==> src/rtl/irq_scheduler.sv <==
// irq_scheduler: raster counters plus RST 1 / RST 2 interrupt sequencing for the i8080.
// Optional IRQ_OVERRUN_COUNT_EN adds a saturating count of events absorbed by an already pending request.
module irq_scheduler #(
    parameter int CLK_DIV  = 2,
    parameter int H_TOTAL  = 320,
    parameter int V_TOTAL  = 262,
    parameter int MID_LINE = 96,
    parameter int END_LINE = 224
) (
    input  logic       clk,
    input  logic       rst,
    input  logic       inte,
    input  logic       inta,
    output logic       int_req,
    output logic [7:0] int_vec,
    output logic [8:0] hcount,
    output logic [8:0] vcount,
`ifdef IRQ_OVERRUN_COUNT_EN
    output logic [7:0] overrun_cnt,
`endif
    output logic       vblank
);
    localparam int DW = CLK_DIV > 1 ? $clog2(CLK_DIV) : 1;
    localparam logic [7:0] RST1 = 8'hCF;
    localparam logic [7:0] RST2 = 8'hD7;

    typedef enum logic [1:0] {IDLE, ASSERT, HOLD} state_t;

    state_t state, state_n;
    logic [DW-1:0] div;
    logic [7:0] vec_n;
    logic [8:0] v_next;
    logic tick, h_wrap, ev_mid, ev_end, clr_mid, clr_end, pend_mid, pend_end;

    assign tick   = div == DW'(CLK_DIV - 1);
    assign h_wrap = tick && hcount == 9'(H_TOTAL - 1);
    assign v_next = vcount == 9'(V_TOTAL - 1) ? 9'd0 : vcount + 9'd1;
    assign ev_mid = h_wrap && v_next == 9'(MID_LINE);
    assign ev_end = h_wrap && v_next == 9'(END_LINE);

    always_comb begin
        state_n = state;
        vec_n   = int_vec;
        clr_mid = 1'b0;
        clr_end = 1'b0;
        case (state)
            IDLE: if (inte && (pend_end || pend_mid)) begin
                state_n = ASSERT;
                vec_n   = pend_end ? RST2 : RST1;
            end
            ASSERT: if (inta) begin
                state_n = HOLD;
                clr_mid = int_vec == RST1;
                clr_end = int_vec == RST2;
            end else if (!inte) begin
                state_n = IDLE;
            end
            default: state_n = IDLE;
        endcase
    end

    always_ff @(posedge clk) begin
        if (rst) begin
            div      <= '0;
            hcount   <= '0;
            vcount   <= '0;
            vblank   <= 1'b0;
            pend_mid <= 1'b0;
            pend_end <= 1'b0;
            state    <= IDLE;
            int_req  <= 1'b0;
            int_vec  <= 8'h00;
        end else begin
            div      <= tick ? '0 : div + DW'(1);
            hcount   <= tick ? (h_wrap ? 9'd0 : hcount + 9'd1) : hcount;
            vcount   <= h_wrap ? v_next : vcount;
            vblank   <= ev_end ? 1'b1 : (h_wrap && v_next == 9'd0) ? 1'b0 : vblank;
            // a new event beats a same-cycle acknowledge clear
            pend_mid <= ev_mid | (pend_mid & ~clr_mid);
            pend_end <= ev_end | (pend_end & ~clr_end);
            state    <= state_n;
            int_req  <= state_n == ASSERT;
            int_vec  <= vec_n;
        end
    end

`ifdef IRQ_OVERRUN_COUNT_EN
    logic [8:0] ovr_sum;

    assign ovr_sum = {1'b0, overrun_cnt} + 9'(ev_mid & pend_mid & ~clr_mid)
                                         + 9'(ev_end & pend_end & ~clr_end);

    always_ff @(posedge clk) begin
        if (rst) overrun_cnt <= 8'd0;
        else     overrun_cnt <= ovr_sum[8] ? 8'hFF : ovr_sum[7:0];
    end
`endif
endmodule

==> config.mk <==
export PLATFORM = sky130hd
export DESIGN_NAME = irq_scheduler
export DESIGN_NICKNAME = d
export VERILOG_FILES = /design/src/rtl/irq_scheduler.sv
export SDC_FILE = /design/constraint.sdc
export NUM_CORES = 1
export LEC_CHECK = 0
export CORE_MARGIN = 2
export CORE_UTILIZATION = 50
export DETAILED_ROUTE_END_ITERATION = 8
export GPL_ROUTABILITY_DRIVEN = 1
export GPL_TIMING_DRIVEN = 0
export HOLD_SLACK_MARGIN = 0.12
export PLACE_DENSITY = 0.78
export SETUP_SLACK_MARGIN = 0.4
export SYNTH_ARGS = -nofsm -noshare
export SYNTH_HDL_FRONTEND = slang
export SYNTH_SLANG_ARGS = --single-unit
==> constraint.sdc <==
create_clock -name clk -period 2.8 [get_ports clk]
set_clock_uncertainty 0.15 [all_clocks]
set_input_delay 0.42 -clock clk [delete_from_list [all_inputs] [get_ports clk]]
set_output_delay 0.42 -clock clk [all_outputs]
set_load 0.005 [all_outputs]
# Word-level counts from Yosys, hierarchy flattened
# Index checks and enable logic that the tools add are counted.
# Widths: inputs -> output; s select.
# word_totals
output_inout_bits	28
regBits	33
elab_cells	50
# op_classes
add_sub_neg	3
eq_ne	8
reduce_logical	11
bitwise	6
n_mux	13
# ops
op	count
$add 9x1->9 const B	2
$eq 9x9->1 const B	2
$mux 9	2
$eq 8x8->1 const B	2
$eq 9x7->1 const B	1
$eq 9x8->1 const B	1
$logic_not 9->1	1
$mux 1	6
$mux 2	3
$logic_and 1x1->1	5
$mux 5	1
$eq 2x1->1 const B	2
$pmux 2 s2	1
$and 1x1->1	2
$logic_not 2->1	1
$not 1->1	2
$or 1x1->1	2
$reduce_and 2->1	1
$reduce_bool 2->1	1
$reduce_or 2->1	1
$add 1x1->1 const B	1
$logic_or 1x1->1	1

# Depth between registers and ports, before layout
# depth
ltp_word	6
depth_mapped	8

# Worst setup path after synthesis
# Ideal clock, no wire load.
# synth_path
path_type	register to register
from	reg vcount[1]
to	reg vblank
path_buffers	1
setup_ns	0.125
t_required_ns	2.525
path_slack_ns	1.009
period_less_slack_ns	1.791
stages_incl_launch_ff	9
arrival_ns	1.516
path_cell_list	dfxtp_1 -> buf_2 -> inv_1 -> ha_1 -> nand4_1 -> o22ai_1 -> a31oi_1 -> a311oi_1 -> a21oi_1
# synth_between
elab_chain_cells	5
# synth_lines
item	line	rtl
start: declaration	17	output logic [8:0] vcount,
start signal: assignment	76	vcount <= h_wrap ? v_next : vcount;
$add 9x1->9 / $eq 9x9->1 (equally long branches)	37	assign v_next = vcount == 9'(V_TOTAL - 1) ? 9'd0 : vcount + 9'd1;
$mux 9 *	37	
$eq 9x8->1 / $logic_not 9->1 (equally long branches)	39, 77	
$logic_and 1x1->1 (on tied branches)	39, 77	
$mux 1 / $reduce_bool 2->1 (equally long branches)	--	
end signal: assignment	77	vblank <= ev_end ? 1'b1 : (h_wrap && v_next == 9'd0) ? 1'b0 : vblank;
end: declaration	21	output logic vblank
# Every way passes the cells marked *; elsewhere a longest branch is shown, timed or not.
# A chain may end at the register's enable or synchronous reset.

==> results.yml <==
sta:
  setup_viol: 0
  fin_tns_setup_ps: 0
  slew_headroom: 0.6604
  drv_slew: 0
  fin_crit_sh: 0.7075
  max_freq_mhz: 504.8
  layout_setup_ws_ps: 819.0
  hold_violations: 0
  period_needed_ps: 1981
  rsz0062_at_grt: "no"
  tightest_slew_ps: 507.8
power:
  power_mw: 0.6197
  leakagePower_nw: 0.6912
  p_per_area_mw_per_mm2: 338.8
  irDropWorstVdd_v: 0.0002664
placed_design:
  place_ws_ps: 858.6
  place_hpwl_mm: 2.346
  port_buffers: 30
  place_inst: 232
  place_congestion: 0.8583
drt:
  wl_per_cell_um: 13.30
  antenna_left: 0
  drt_pre_antenna_iters: 4
  drtIter0Drc: 57
  vias: 1311
  route.detailed.drc: 0
  routed_wl_mm: 3.138
  vias_per_cell: 5.555
floorplanning:
  die_w_um: 57.93
  die_h_um: 57.93
  io_pins: 32
  start_util: 0.5272
  die_area_mm2: 0.003355
  core_area_mm2: 0.002758
  rows: 19
clock_tree:
  post-cts-setup-buffers: 0
  cts_resized: 0
  cts_tree: "built"
  clock_latency_ps: 310
  h-tree-depth: 1
  cts_inserted_buffers: 3
  clk_pin_slew_ps: 140
  cts_sinks: 28
  holdBufCountCts: 0
  cts_buffer_depth: 2
  cts_root_buf: "clkbuf_4"
synth:
  synth_top_family_by_area: "simple AND/OR/NAND/NOR gates"
  synth-simple-area-share: 0.3055
  netlist-cell-type-count: 43
  synthAdderAreaFrac: 0.02582
  synthXorXnorAreaFrac: 0.06627
  syn_inst: 171
  yosysTopAreaCellShare: 0.3855
  synth_top_flop_cell: "dfxtp_1"
  ys_seq_area_frac: 0.3855
  ys_ff_latch: 28
  synth_compound_area_frac: 0.1213
  synth_edf_count: 0
  synth_area_leaders: "dfxtp_1 39%, nor2_1 5.7%, xor2_1 4.2%"
  yosysWarnings: 0
  synth.area.mux_share: 0.02065
  syn_nets: 178
  synthesis.area_mm2: 0.001454
  synth_area_per_cell_um2: 8.502
  synth_top_area_cell: "dfxtp_1"
  ys_async_sr_fraction: 0
global_route:
  grt_overflow_total: 0
  grt_use_total: 0.1969
  antenna_found_initial: 0
  grt_pass1_wl_mm: 5.244
  grt_max_degree: 16
  grt_pass1_vias: 1188
finish:
  final_common_cell: "clkdlybuf4s50_1"
  antenna_cells: 0
  layout_common_cells: "30 x clkdlybuf4s50_1, 28 x dfxtp_1, 22 x nor2_1, 11 x a21oi_1"
  drive_gt1_frac: 0.1024
  final-instance-count-excl-fill: 236
  area_growth_pct: 25.82
  final_net_count: 213
critical_path:
  rrSetupSlack_ps: 820
  slowest_stage: "clkdlybuf4s50_1"
  worstPathMaxFanout: 7
  arrival_ps: 1410
  cp.required_ps: 2230
  endpoint: "int_vec[7]"
  regToRegEndpoint: "vblank$_SDFFE_PP0P_"
  cp-end-kind: "output pin"
  crit_path_start: "int_vec[6]$_SDFFE_PP0P_"
  r2r_cells: 8
  worstSetupStartpointType: "flop"
  critPathMaxStageDelay_ps: 490
  path_class: "reg2out"
  r2r_start: "vcount[1]$_SDFFE_PP0N_"
  crit_chain: "buf_4 > clkdlybuf4s50_1"
min_path:
  min_path_cells: 1
  hp-class: "reg2reg"
flow_run:
  cap_viol_max_count: 0
run_status:
  outcome: "complete, no violations"
## report_power, final
part / switching [mW] / internal [mW]
Sequential: 0.00454 / 0.402
Combinational: 0.0129 / 0.0128
Clock: 0.108 / 0.0793
## cell usage after synthesis, types with 4 or more instances
library cell	number
dfxtp_1	28
xor2_1	7
nor2b_1	4
a21oi_1	11
nand4_1	6
inv_1	5
nand3_1	5
xnor2_1	4
o21ai_0	8
nand2_1	9
nor2_1	22
buf_4	5
and3_1	4
nor3_1	9
buf_2	5
## state kept, by name, indices dropped and copies added, names as in the netlist
name / flops
pend_end: 1
int_vec: 3
hcount: 9
vcount: 9
int_req: 1
pend_mid: 1
vblank: 1
div: 1
state: 2
## worst max-delay path, delay by kind of cell, from the launching register on
kind                   cells  cell delay, ps
flip-flops                 1             470
buffers and inverters      2             640
## worst min-delay path by stage
stage | slack, ps | startpoint | endpoint
floorplan | 250 | state[1]$_SDFF_PP0_ | state[1]$_SDFF_PP0_
global placement | 270 | state[1]$_SDFF_PP0_ | state[1]$_SDFF_PP0_
detailed placement | 280 | state[1]$_SDFF_PP0_ | state[1]$_SDFF_PP0_
CTS | 300 | state[1]$_SDFF_PP0_ | state[1]$_SDFF_PP0_
global route | 340 | state[1]$_SDFF_PP0_ | state[1]$_SDFF_PP0_
finish | 310 | state[1]$_SDFF_PP0_ | state[1]$_SDFF_PP0_
## area by class of cell
class                      instances  area, um2
multi-input combinational        124      788.3
tap                               31      38.79
timing repair buffer              30      300.3
fill                             245      928.4
inverter                           5      18.77
clock buffer                       4      36.28
sequential                        28      560.5
buffer                            14      86.33
## per-stage QoR
stage / hold slack (ps) / util / cell area [um2]
4_1_cts: 304.8 / 0.6633 / 1829
2_1_floorplan: 251.1 / - / 1454
3_3_place_gp: 265.1 / 0.6502 / 1793
5_1_grt: 338.3 / 0.6633 / 1829
3_5_place_dp: 281.7 / 0.6502 / 1793
6_report: 307.2 / 0.6633 / 1829
## layer usage
metal | vias to the layer above | GRT usage | routed length, um
li1 | 675 | - | -
met1 | 600 | 0.2601 | 1483
met2 | 34 | 0.3279 | 1508
met3 | 2 | 0.03348 | 128
met4 | 0 | 0.06312 | 17
met5 | - | 0 | 0
## logic make-up (layout without fill, tap and decap cells)
logic type      count (synthesis)  in the layout
mux                             3              3
flops                          28             28
xor+xnor                       11             11
simple gates                   77             77
compound gates                 29             29
fa+ha+maj                       3              3
buf+inv                        19             53
other cells                     1              1
(Power assumes the default switching activity.)
